## src/rtl/magnitude_accumulator_if.sv

```systemverilog
// Handshake bundle for magnitude_accumulator: sample input side and block-result output side.
// out_peak exists only when MAGNITUDE_ACCUMULATOR_PEAK_HOLD_EN is defined.
interface magnitude_accumulator_if #(
  parameter int SUM_W = 9
);
  logic             in_valid;
  logic [5:0]       in_mag;
  logic             in_ready;
  logic             flush;
  logic             out_valid;
  logic             out_ready;
  logic [SUM_W-1:0] out_sum;
  logic [4:0]       out_len;
  logic             out_sat;
`ifdef MAGNITUDE_ACCUMULATOR_PEAK_HOLD_EN
  logic [5:0]       out_peak;

  modport master (
    output in_valid, in_mag, flush, out_ready,
    input  in_ready, out_valid, out_sum, out_len, out_sat, out_peak
  );

  modport slave (
    input  in_valid, in_mag, flush, out_ready,
    output in_ready, out_valid, out_sum, out_len, out_sat, out_peak
  );
`else
  modport master (
    output in_valid, in_mag, flush, out_ready,
    input  in_ready, out_valid, out_sum, out_len, out_sat
  );

  modport slave (
    input  in_valid, in_mag, flush, out_ready,
    output in_ready, out_valid, out_sum, out_len, out_sat
  );
`endif
endinterface

```

## src/rtl/magnitude_accumulator.sv

```systemverilog
// Saturating block accumulator of magnitude samples; result latency 1 cycle after the closing accept, held until out_ready.
// Optional peak tracking via MAGNITUDE_ACCUMULATOR_PEAK_HOLD_EN; in_ready drops while a result is held.
module magnitude_accumulator #(
  parameter int BLOCK_LEN = 8,
  parameter int SUM_W     = 9
) (
  input  logic                  clk,
  input  logic                  rst,
  magnitude_accumulator_if.slave bus
);

  typedef enum logic {
    ACCUM = 1'b0,
    HOLD  = 1'b1
  } state_t;

  localparam logic [SUM_W:0] SUM_MAX = {1'b0, {SUM_W{1'b1}}};
  localparam logic [4:0]     LEN_END = 5'(BLOCK_LEN);

  state_t           state, state_nxt;
  logic [SUM_W-1:0] sum, sum_nxt;
  logic [4:0]       count, count_nxt;
  logic             sat, sat_nxt;

  logic             ready_int;
  logic             valid_int;
  logic             accept;
  logic [SUM_W:0]   sum_ext;
  logic             over;
  logic [4:0]       count_inc;

`ifdef MAGNITUDE_ACCUMULATOR_PEAK_HOLD_EN
  logic [5:0]       peak, peak_nxt;
`endif

  assign ready_int = (state == ACCUM) && !rst;
  assign valid_int = (state == HOLD) && !rst;
  assign accept    = bus.in_valid && ready_int;
  // One guard bit catches the carry; in_mag is added unchanged, even above 32.
  assign sum_ext   = {1'b0, sum} + {{(SUM_W-5){1'b0}}, bus.in_mag};
  assign over      = sum_ext > SUM_MAX;
  assign count_inc = count + 5'd1;

  always_ff @(posedge clk) begin
    if (rst) begin
      state <= ACCUM;
      sum   <= '0;
      count <= '0;
      sat   <= 1'b0;
`ifdef MAGNITUDE_ACCUMULATOR_PEAK_HOLD_EN
      peak  <= '0;
`endif
    end else begin
      state <= state_nxt;
      sum   <= sum_nxt;
      count <= count_nxt;
      sat   <= sat_nxt;
`ifdef MAGNITUDE_ACCUMULATOR_PEAK_HOLD_EN
      peak  <= peak_nxt;
`endif
    end
  end

  always_comb begin
    state_nxt = state;
    sum_nxt   = sum;
    count_nxt = count;
    sat_nxt   = sat;
`ifdef MAGNITUDE_ACCUMULATOR_PEAK_HOLD_EN
    peak_nxt  = peak;
`endif
    case (state)
      ACCUM: begin
        if (accept) begin
          sum_nxt   = over ? SUM_MAX[SUM_W-1:0] : sum_ext[SUM_W-1:0];
          sat_nxt   = sat | over;
          count_nxt = count_inc;
`ifdef MAGNITUDE_ACCUMULATOR_PEAK_HOLD_EN
          if (bus.in_mag > peak) peak_nxt = bus.in_mag;
`endif
        end
        // A flush closes the block only if it will hold at least one sample.
        if ((accept && (count_inc == LEN_END)) ||
            (bus.flush && (accept || (count != 5'd0)))) begin
          state_nxt = HOLD;
        end
      end
      HOLD: begin
        if (bus.out_ready) begin
          state_nxt = ACCUM;
          sum_nxt   = '0;
          count_nxt = '0;
          sat_nxt   = 1'b0;
`ifdef MAGNITUDE_ACCUMULATOR_PEAK_HOLD_EN
          peak_nxt  = '0;
`endif
        end
      end
      default: state_nxt = ACCUM;
    endcase
  end

  assign bus.in_ready  = ready_int;
  assign bus.out_valid = valid_int;
  assign bus.out_sum   = valid_int ? sum   : '0;
  assign bus.out_len   = valid_int ? count : '0;
  assign bus.out_sat   = valid_int ? sat   : 1'b0;
`ifdef MAGNITUDE_ACCUMULATOR_PEAK_HOLD_EN
  assign bus.out_peak  = valid_int ? peak  : '0;
`endif

endmodule

```

## src/flat_wrapper.sv

```systemverilog
// flat-port wrapper written by rule: the top's interface ports become plain ports
module magnitude_accumulator_flat 
#(
  parameter int BLOCK_LEN = 8,
  parameter int SUM_W     = 9
)
  (clk, rst, bus_in_valid, bus_in_mag, bus_flush, bus_out_ready, bus_in_ready, bus_out_valid, bus_out_sum, bus_out_len, bus_out_sat);
  magnitude_accumulator_if #(.SUM_W(SUM_W)) bus_i ();
  input  logic clk;
  input  logic rst;
  input wire logic [$bits(bus_i.in_valid)-1:0] bus_in_valid;
  input wire logic [$bits(bus_i.in_mag)-1:0] bus_in_mag;
  input wire logic [$bits(bus_i.flush)-1:0] bus_flush;
  input wire logic [$bits(bus_i.out_ready)-1:0] bus_out_ready;
  output wire logic [$bits(bus_i.in_ready)-1:0] bus_in_ready;
  output wire logic [$bits(bus_i.out_valid)-1:0] bus_out_valid;
  output wire logic [$bits(bus_i.out_sum)-1:0] bus_out_sum;
  output wire logic [$bits(bus_i.out_len)-1:0] bus_out_len;
  output wire logic [$bits(bus_i.out_sat)-1:0] bus_out_sat;
  assign bus_i.in_valid = bus_in_valid;
  assign bus_i.in_mag = bus_in_mag;
  assign bus_i.flush = bus_flush;
  assign bus_i.out_ready = bus_out_ready;
  assign bus_in_ready = bus_i.in_ready;
  assign bus_out_valid = bus_i.out_valid;
  assign bus_out_sum = bus_i.out_sum;
  assign bus_out_len = bus_i.out_len;
  assign bus_out_sat = bus_i.out_sat;
  magnitude_accumulator #(.BLOCK_LEN(BLOCK_LEN), .SUM_W(SUM_W)) u_core (.clk(clk), .rst(rst), .bus(bus_i));
endmodule
```

## config.mk

```make
export PLATFORM = sky130hd
export DESIGN_NAME = magnitude_accumulator_flat
export DESIGN_NICKNAME = d
export VERILOG_FILES = /design/src/rtl/magnitude_accumulator_if.sv /design/src/rtl/magnitude_accumulator.sv /design/src/flat_wrapper.sv
export SDC_FILE = /design/constraint.sdc
export NUM_CORES = 1
export LEC_CHECK = 0
export ABC_AREA = 1
export CAP_MARGIN = 5
export CORE_MARGIN = 1
export CORE_UTILIZATION = 62
export DETAILED_ROUTE_END_ITERATION = 8
export DONT_BUFFER_PORTS = 1
export PLACE_DENSITY = 0.78
export SETUP_SLACK_MARGIN = 0.2
export SKIP_CTS_REPAIR_TIMING = 1
export SYNTH_ARGS = -nofsm -noshare
export SYNTH_HDL_FRONTEND = slang
export SYNTH_SLANG_ARGS = --single-unit
```

## constraint.sdc

```tcl
create_clock -name clk -period 2.55 [get_ports clk]
set_clock_uncertainty 0.15 [all_clocks]
set_input_delay 0.6375 -clock clk [delete_from_list [all_inputs] [get_ports clk]]
set_output_delay 0.6375 -clock clk [all_outputs]
set_load 0.01 [all_outputs]
```

==> Word level (Yosys, flattened, before mapping) <==
Cells that the tools add are included.
{ "word_totals": {"ff_bits": 16, "latch_bits": 0, "ram_bits": 0, "romBits": 0, "wordCells": 38, "mem_count": 0} }
{ "classes": {"n_addsub": 2, "multipliers": 0, "div_mod_pow": 0, "order_cmp": 1, "eq_ne": 3, "n_shift": 0, "mux": 16, "bitwise_logic": 2, "n_reduce_logical": 10} }
{ "op_table": {"columns": ["cell", "count"], "rows": [
  ["$mux 9", 4],
  ["$pmux 9 s2", 1],
  ["$mux 5", 3],
  ["$add 9x6->10", 1],
  ["$gt 10x9->1 const B", 1],
  ["$pmux 5 s2", 1],
  ["$add 5x1->5 const B", 1],
  ["$eq 5x4->1 const B", 1],
  ["$logic_and 1x1->1", 5],
  ["$mux 1", 5],
  ["$reduce_bool 5->1", 1],
  ["$pmux 1 s2", 2],
  ["$logic_or 1x1->1", 2],
  ["$ne 2x1->1 const B", 1],
  ["$ne 2x2->1 const B", 1],
  ["$reduce_and 2->1", 1],
  ["$logic_not 1->1", 1],
  ["$not 1->1", 1],
  ["$or 1x1->1", 1]
]} }

==> Longest topological paths before layout <==
Gate-level depths: netlist of the first run.
{ "depth": {"depth_word": 8, "depth_mapped": 12} }

==> Least setup slack after synthesis of the first run <==
OpenSTA, ideal clock, no wires.
{ "synth_path": {"kind": "input port to output port", "start": "input rst", "end": "output bus_out_len[1]", "arrival_ns": 1.366, "required_time_ns": 1.762, "setup_slack_ns": 0.397, "cell_stages": 4, "path_buffers": 1, "path_cell_list": "nor2_1 > inv_1 > clkbuf_1 > nor2_1"} }
{ "synth_between": {"elab_chain_len": 3} }
{ "synth_lines": {"columns": ["item", "line", "source"], "rows": [
  ["start: declaration", "flat_wrapper.sv:10", "input logic rst;"],
  ["$logic_not 1->1", "magnitude_accumulator.sv:37", "assign valid_int = (state == HOLD) && !rst;"],
  ["$logic_and 1x1->1", "magnitude_accumulator.sv:37", null],
  ["$mux 5", "magnitude_accumulator.sv:106", "assign bus.out_len = valid_int ? count : '0;"],
  ["end: declaration", "flat_wrapper.sv:18", "output wire logic [$bits(bus_i.out_len)-1:0] bus_out_len;"]
]} }
Every way passes these cells.

==> Final worst setup path of the first run <==
{ "layout_path": {"start": "register u_core.state", "end": "output bus_out_sum[6]"} }
{ "layout_between": {"elab_chain_len": 2} }
{ "layout_lines": {"columns": ["item", "line", "source"], "rows": [
  ["start: declaration", "magnitude_accumulator.sv:20", "state_t state, state_nxt;"],
  ["start signal: assignment", "magnitude_accumulator.sv:54", "state <= state_nxt;"],
  ["$logic_and 1x1->1", "magnitude_accumulator.sv:37", null],
  ["$mux 9", "magnitude_accumulator.sv:105", "assign bus.out_sum = valid_int ? sum : '0;"],
  ["end: declaration", "flat_wrapper.sv:17", "output wire logic [$bits(bus_i.out_sum)-1:0] bus_out_sum;"]
]} }
Every way passes these cells.

==> run metrics, run 1 <==
worst path arrival time=1410 ps; initial antenna violation count=0; vias in the first global route=945; CP startpoint kind=flip-flop; H-tree levels=1; FF-to-FF path depth=11; DRC violations left=0; XOR/XNOR share of the synthesized area=2.83%; die area=0.00218 sq mm; main combinational cell family by area after synthesis=simple AND/OR/NAND/NOR gates; Critical Path Sink Type=primary output; Max clock buf depth=2; clock latency on the worst-skew pair=310 ps; complex-gate fraction of the synthesized area=11.3%; final setup vio count=0; final hold viol count=0; placed instance area=0.00125 sq mm; critical path required time=1760 ps; Hold Path Depth=1; multiplexer share of the synthesized area=0%; Total Power=577 uW; initial core utilization=68.8%; critical path class=reg2out; largest net degree at the start of global routing=16; final WL=2560 microns; Synth top area share=25.8%; status=complete, no violations; share of cells above drive strength 1=10.4%; # Max-Cap Violations=0; cell taking the most area after synthesis=dfxtp_1; fin area=0.00129 sq mm; die span in x=46.7 microns; Worst Path Max Fanout=15; Fin Hold WS=223 ps; VDD IR max=0.394 mV; commonest cells in the netlist=nand2_1 (47), inv_1 (34), nor2_1 (26); global-route wire length before repair=4120 microns; Final Net Count=215; CTS clk-pin slew, worst paths=110 ps; TritonCTS clock tree=yes; DR iter-0 viols=23; Max Slew Vio Count=0; I/O Buffers=0; gpl congestion=0.846; router iterations before antenna repair=4; Least-Margin Pin Slew=495 ps; Ant. Diodes=0; Mapped Cells=192; Core ar.=0.00180 sq mm; PD cells=449 mW/mm^2; Chip Height=46.7 microns; P&R area growth vs syn=3.73%; Synth Area in Simple Gates=36.7%; asr flop ratio synth=0%; Overall Global Routing Usage=27.3%; via count=1,137; Post-Syn Nets=213; worst rel slew slack=67.0%; leakage=0.605 nW; Mean Syn Cell Area=6.46 sq um; routed len/inst=11.8 microns; RSZ-0062 raised after global routing=false; CTS root buf=clkbuf_4; Yosys reg bits=16; Post-synth EDFFs=0; Syn. warnings=0; DP Wirelength=1900 microns; Routed Antenna Nets=0; Adder-Cell Fraction of Synth Area=10.7%; hold_sp=rst; Ports=28; CTS Buf Count=3; Tcrit/Tclk final=86.3%; fin crit period=2200 ps; non-filler cells, final=218; Worst Setup SP=u_core.state; sequential fraction of the synthesis area=25.8%; dpl cells=214; distinct cell type count of the synthesized netlist=30; most frequent cell after synthesis=nand2_1; top cells by area, synth=dfxtp_1 (26%), nand2_1 (14%), inv_1 (10%), ha_1 (9.1%), nor2_1 (7.9%); hold crit path type=in2reg; Post-Syn Area=0.00124 sq mm; Via density=5.22; Fmax achieved=0.455 GHz; gr ovfl total=0; Setup TNS Final=0 ps; reg2reg start=u_core.sum[0]; site row count=15; ys flop type=dfxtp_1; Num Clock Sinks=16
## cell type report
type                            count  area, sq um
Clock buffer                        4         36.3
Fill cell                         167          515
Inverter                           34          128
Multi-Input combinational cell    138          763
Sequential cell                    16          320
Tap cell                           25         31.3
Timing Repair Buffer                1         7.51
## cell families after synthesis
family                   count (synthesis)
AO/OA/AOI/OAI                           22
adder cells (fa/ha/maj)                 10
AND/OR/NAND/NOR                        102
flip-flops                              16
buffers and inverters                   38
XOR/XNOR                                 4
## worst max-delay path, cell delays in order, from the launching register on
cell and delay, ps:
dfxtp_1 400, inv_1 60, nor2_1 120, inv_1 240, nor2_1 290
## flip-flops by register name (all words and copies together), names as in the netlist
register,flops
u_core.state,1
u_core.sat,1
u_core.count,5
u_core.sum,9
## stage by stage
stage,setup slack [ps],util (%)
floorplan,397,-
global placement,358,69.4
detailed placement,328,69.4
CTS,355,71.4
global route,212,71.4
finish,350,71.4
## final timing paths
path                                  endpoint  slack, ps
worst min-delay path             u_core.sum[6]        220
worst max register to register   u_core.sum[4]        570
worst max-delay path            bus_out_sum[6]        350
worst min register to register      u_core.sat        310
## placed cells by master (no fill, tap or decap), drive strengths merged, types with 2 or more instances in the layout
| cell | Yosys | routed |
|---|---|---|
| inv | 34 | 34 |
| ha | 9 | 9 |
| a21oi | 13 | 13 |
| xor2 | 2 | 2 |
| xnor2 | 2 | 2 |
| clkbuf | 3 | 4 |
| dfxtp | 16 | 16 |
| o21ai | 3 | 3 |
| nand2 | 51 | 51 |
| nor2 | 27 | 27 |
| or2 | 2 | 2 |
| nand3 | 19 | 19 |
## where the power goes
group	switching, mW	internal, mW	total [mW]
sequential	0.0118	0.261	0.273
combinational	0.0778	0.0459	0.124
clock	0.0931	0.0872	0.180
## metal layers
metal	part of all wire, %	track usage [%]	up-vias
li1	-	-	600
met1	50	37.0	504
met2	43	39.7	28
met3	5.5	5.88	5
met4	2.3	15.4	0
met5	0	0	-
(Power assumes the default switching activity.)
==> run 2: changes to the inputs <==
CORE_ASPECT_RATIO = 1.4   (was not set)
REMOVE_ABC_BUFFERS = 1   (was not set)
==> run metrics, run 2 (same netlist as run 1, synthesis figures left out) <==
status=complete, no violations; RSZ-0062 raised after global routing=false; H-tree levels=1 (unchanged); Worst Path Max Fanout=15 (unchanged); clock latency on the worst-skew pair=310 ps (about the same); P&R area growth vs syn=2.72%; gpl congestion=0.767 (-9.4%); PD cells=430 mW/mm^2 (-4.2%); Core ar.=0.00182 sq mm (+1.2%); gr ovfl total=0 (unchanged); CTS clk-pin slew, worst paths=90 ps (-20 ps); Final Net Count=216 (+0.47%); Worst Path Buf+Inv=2 (unchanged); critical path required time=1760 ps (about the same); die span in x=39.8 microns (-15%); DRC violations left=0 (unchanged); Max clock buf depth=2 (unchanged); global-route wire length before repair=4420 microns (+7.2%); worst path arrival time=1410 ps (about the same); final WL=2770 microns (+7.9%); CP peak stage delay=390 ps (about the same); CP startpoint kind=flip-flop; post-layout util=69.8% (-1.6 points); crit-path cells=inv_1, nor2_1, inv_1, nor2_1; Crit path max-delay family=simple AND/OR/NAND/NOR gates; Fmax achieved=0.456 GHz (+0.21%); Top Registers=u_core.sum: 9 flops, u_core.count: 5 flops; Routed Antenna Nets=0 (unchanged); max reg flops=9 (unchanged); Max Slew Vio Count=0 (unchanged); die area=0.00219 sq mm (+0.12%); Tcrit/Tclk final=86.1% (-0.18 points); Ant. Diodes=0 (unchanged); share of cells above drive strength 1=10.4% (unchanged); I/O Buffers=0 (unchanged); fin crit period=2190 ps (-4.51 ps); largest net degree at the start of global routing=16 (unchanged); worst rel slew slack=65.3% (-1.7 points); # fillers=177 (+6.0%); initial antenna violation count=0 (unchanged); non-filler cells, final=213 (-2.3%); DP Wirelength=2090 microns (+10%); router iterations before antenna repair=4 (unchanged); final setup vio count=0 (unchanged); initial core utilization=68.0% (-0.85 points); via count=1,180 (+3.8%); # Max-Cap Violations=0 (unchanged); commonest non-fill, non-tap cell in the layout=nand2_1; VDD IR max=0.322 mV (-18%); CTS Buf Count=3 (unchanged); Overall Global Routing Usage=29.7% (+2.4 points); Chip Height=54.9 microns (+18%); routed len/inst=13.0 microns (+10%); hold crit path type=in2reg; critical path class=reg2out; Via density=5.54 (+6.2%); final hold viol count=0 (unchanged); TritonCTS clock tree=yes; dpl cells=210 (-1.9%); Ports=28 (unchanged); Least-Margin Pin Slew=521 ps (+25.7 ps); most frequent cells in the layout=nand2_1 (47), inv_1 (34), nor2_1 (26); Critical Path Sink Type=primary output; CTS root buf=clkbuf_4; Worst path slowest cell=dfxtp_1; vias in the first global route=1,103 (+17%); DR iter-0 viols=21 (-8.7%); Num Clock Sinks=16 (unchanged); Reg with most FFs=u_core.sum; site row count=18 (+3); Setup TNS Final=0 ps (unchanged); leakage=0.603 nW (-0.33%)
[run 2: changes by cell type in the layout (fill, tap and decap cells not counted), sizes merged]
| cell | before | now |
|---|---|---|
| buf | 1 | 2 |
| clkbuf | 4 | 3 |
[run 2: stage by stage]
| stage | instance area, sq um | total power [mW] | hold slack, ps | setup slack (ps) |
|---|---|---|---|---|
| 3_5_place_dp | 1250 | 0.406 | 304 | 323 |
| 2_1_floorplan | 1210 | 0.377 | 285 | 414 |
| 3_3_place_gp | 1250 | 0.400 | 295 | 379 |
| 5_1_grt | 1270 | 0.576 | 223 | 222 |
| 4_1_cts | 1270 | 0.546 | 237 | 354 |
| 6_report | 1270 | 0.548 | 233 | 355 |
[run 2: cell type report]
class | count | area, sq um | area share [%]
multi-input combinational | 138 | 763 | 59.9
tap | 20 | 25.0 | 1.96
clock buffer | 3 | 22.5 | 1.77
inverter | 34 | 128 | 10.0
timing repair buffer | 2 | 15.0 | 1.18
sequential | 16 | 320 | 25.1
[run 2: final timing paths]
kind                 startpoint        endpoint  slack [ps]  cells past startpoint
setup reg to reg  u_core.sum[0]   u_core.sum[4]         570                     11
setup / recovery   u_core.state  bus_out_sum[7]         360                      4
hold / removal              rst   u_core.sum[6]         230                      1
hold reg to reg      u_core.sat      u_core.sat         320                      2
[run 2: layer usage]
metal	share of wire, %	up-vias	track usage, %
met3	5.4	2	5.20
li1	-	601	-
met2	51	33	56.8
met5	0	-	0
met1	42	544	31.3
met4	0.69	0	9.77
[run 2: where the power goes]
part	total, mW	leakage, nW	switching (mW)	internal (mW)
registers	0.273	0.130	0.0119	0.261
clock network	0.147	0.0138	0.0922	0.0553
logic	0.127	0.459	0.0792	0.0479
total	0.548	0.603	0.183	0.364
==> run 3: changes to the inputs <==
CORE_UTILIZATION = 56   (was 62)
PLACE_DENSITY = 0.74   (was 0.78)
clock period = 1.9 ns   (was 2.55 ns; I/O delays follow)
==> run metrics, run 3 (same netlist as run 1, synthesis figures left out) <==
status=complete, no violations; most frequent cells in the layout=nand2_1 (44), inv_1 (30), nor2_4 (16); met3 WL post-DR=175 microns (+17%); CP endpoint=u_core.sum[4]; # Max-Cap Violations=0 (unchanged); site row count=19 (+1); Tcrit/Tclk final=99.7%; fin area=0.00156 sq mm (+22%); worst reg2reg endpoint=u_core.sum[4]; fin crit period=1900 ps; CTS Buf Count=3 (unchanged); Fin Hold WS=66.8 ps (-166 ps); gr ovfl total=0 (unchanged); Fmax achieved=0.528 GHz; Ant. Diodes=0 (unchanged); Worst Path Max Fanout=3 (-12); DP Wirelength=2150 microns (+2.7%); share of cells above drive strength 1=30.5% (+20 points); Critical Path Sink Type=flip-flop; placed instance area=0.00127 sq mm (+1.3%); critical path required time=2000 ps (+240 ps); via count=1,258 (+6.6%); Worst Setup SP=u_core.sum[0]; commonest non-fill, non-tap cell in the layout=nand2_1; worst rel slew slack=72.5% (+7.2 points); met2 WL=1720 microns (+21%); FF-to-FF path depth=11 (unchanged); hold crit path type=in2reg; PD cells=544 mW/mm^2 (+27%); Reg with most FFs=u_core.sum; CP startpoint kind=flip-flop; routed len/inst=14.6 microns (+12%); critical path class=reg2reg; DR top layer=met4; Num Clock Sinks=16 (unchanged); gpl congestion=0.867 (+13%); leakage=0.647 nW (+7.3%); register-to-register setup slack=5 ps (-570 ps); I/O Buffers=0 (unchanged); Final Net Count=222 (+2.8%); clock latency on the worst-skew pair=300 ps (about the same); RSZ-0062 raised after global routing=true; Setup TNS Final=0 ps (unchanged); Least-Margin Pin Slew=412 ps (-108 ps); router iterations before antenna repair=4 (unchanged); final setup vio count=0 (unchanged); VDD IR max=0.439 mV (+36%); Ports=28 (unchanged); reg2reg start=u_core.sum[0]; Overall Global Routing Usage=25.5% (-4.2 points); largest net degree at the start of global routing=16 (unchanged); DRC violations left=0 (unchanged); TritonCTS clock tree=yes; Top Registers=u_core.sum: 9 flops, u_core.count: 5 flops; Routed Antenna Nets=0 (unchanged); initial core utilization=61.4% (-6.6 points); global-route wire length before repair=4730 microns (+7.0%); max reg flops=9 (unchanged); # fillers=152 (-14%); Max Slew Vio Count=0 (unchanged); CTS root buf=clkbuf_4; Via density=5.69 (+2.8%); dpl cells=213 (+1.4%); final hold viol count=0 (unchanged); Max clock buf depth=2 (unchanged); initial antenna violation count=0 (unchanged); Chip Height=57.7 microns (+5.0%); vias in the first global route=1,150 (+4.3%); worst path arrival time=1990 ps (+580 ps); Core ar.=0.00202 sq mm (+11%); final WL=3230 microns (+17%); die area=0.00241 sq mm (+10%); met1 WL=1210 microns (+3.1%); die span in x=41.8 microns (+5.0%); DR iter-0 viols=45 (+110%); post-layout util=77.0% (+7.1 points); CTS clk-pin slew, worst paths=100 ps (about the same); non-filler cells, final=221 (+3.8%); H-tree levels=1 (unchanged); P&R area growth vs syn=25.4%
-- run 3: worst min path at each step --
stage	slack, ps	endpoint	startpoint	cells past startpoint
finish	70	u_core.sum[7]	rst	1
detailed placement	310	u_core.sat	u_core.sat	2
global route	60	u_core.sum[7]	rst	1
floorplan	280	u_core.sat	u_core.sat	2
CTS	60	u_core.sum[4]	rst	1
global placement	300	u_core.sat	u_core.sat	2
-- run 3: power breakdown --
part / switching, mW / internal, mW
Sequential: 0.0194 / 0.352
Clock: 0.127 / 0.117
Combinational: 0.138 / 0.0937
-- run 3: final cells by class --
cell class | count | area, sq um | area share [%]
inverters | 34 | 131 | 8.45
well taps | 21 | 26.3 | 1.69
multi-input cells | 138 | 963 | 61.9
flip-flops and latches | 16 | 325 | 20.9
clock buffers | 4 | 36.3 | 2.33
repair buffers | 8 | 72.6 | 4.67
-- run 3: metal layers --
| layer | global-route usage, % | up-vias |
|---|---|---|
| li1 | - | 615 |
| met1 | 27.8 | 585 |
| met2 | 47.1 | 47 |
| met3 | 3.12 | 11 |
| met4 | 13.8 | 0 |
| met5 | 0 | - |
-- run 3: stage by stage --
step                total power, mW  worst slack, ps
floorplan                     0.506            -73.7
global placement              0.540             -105
detailed placement            0.548             -165
CTS                           0.784             -142
global route                  0.880            -71.2
finish                        0.847             4.89
-- run 3: critical path: stages (launching register included) --
cell	delay, ps
dfxtp_2	370
ha_4	140
inv_2	40
fa_2	380
inv_2	80
nand2_2	60
nand2_2	80
nand2_2	60
or2_4	230
nand3_2	80
nand2_2	50
a21oi_2	120
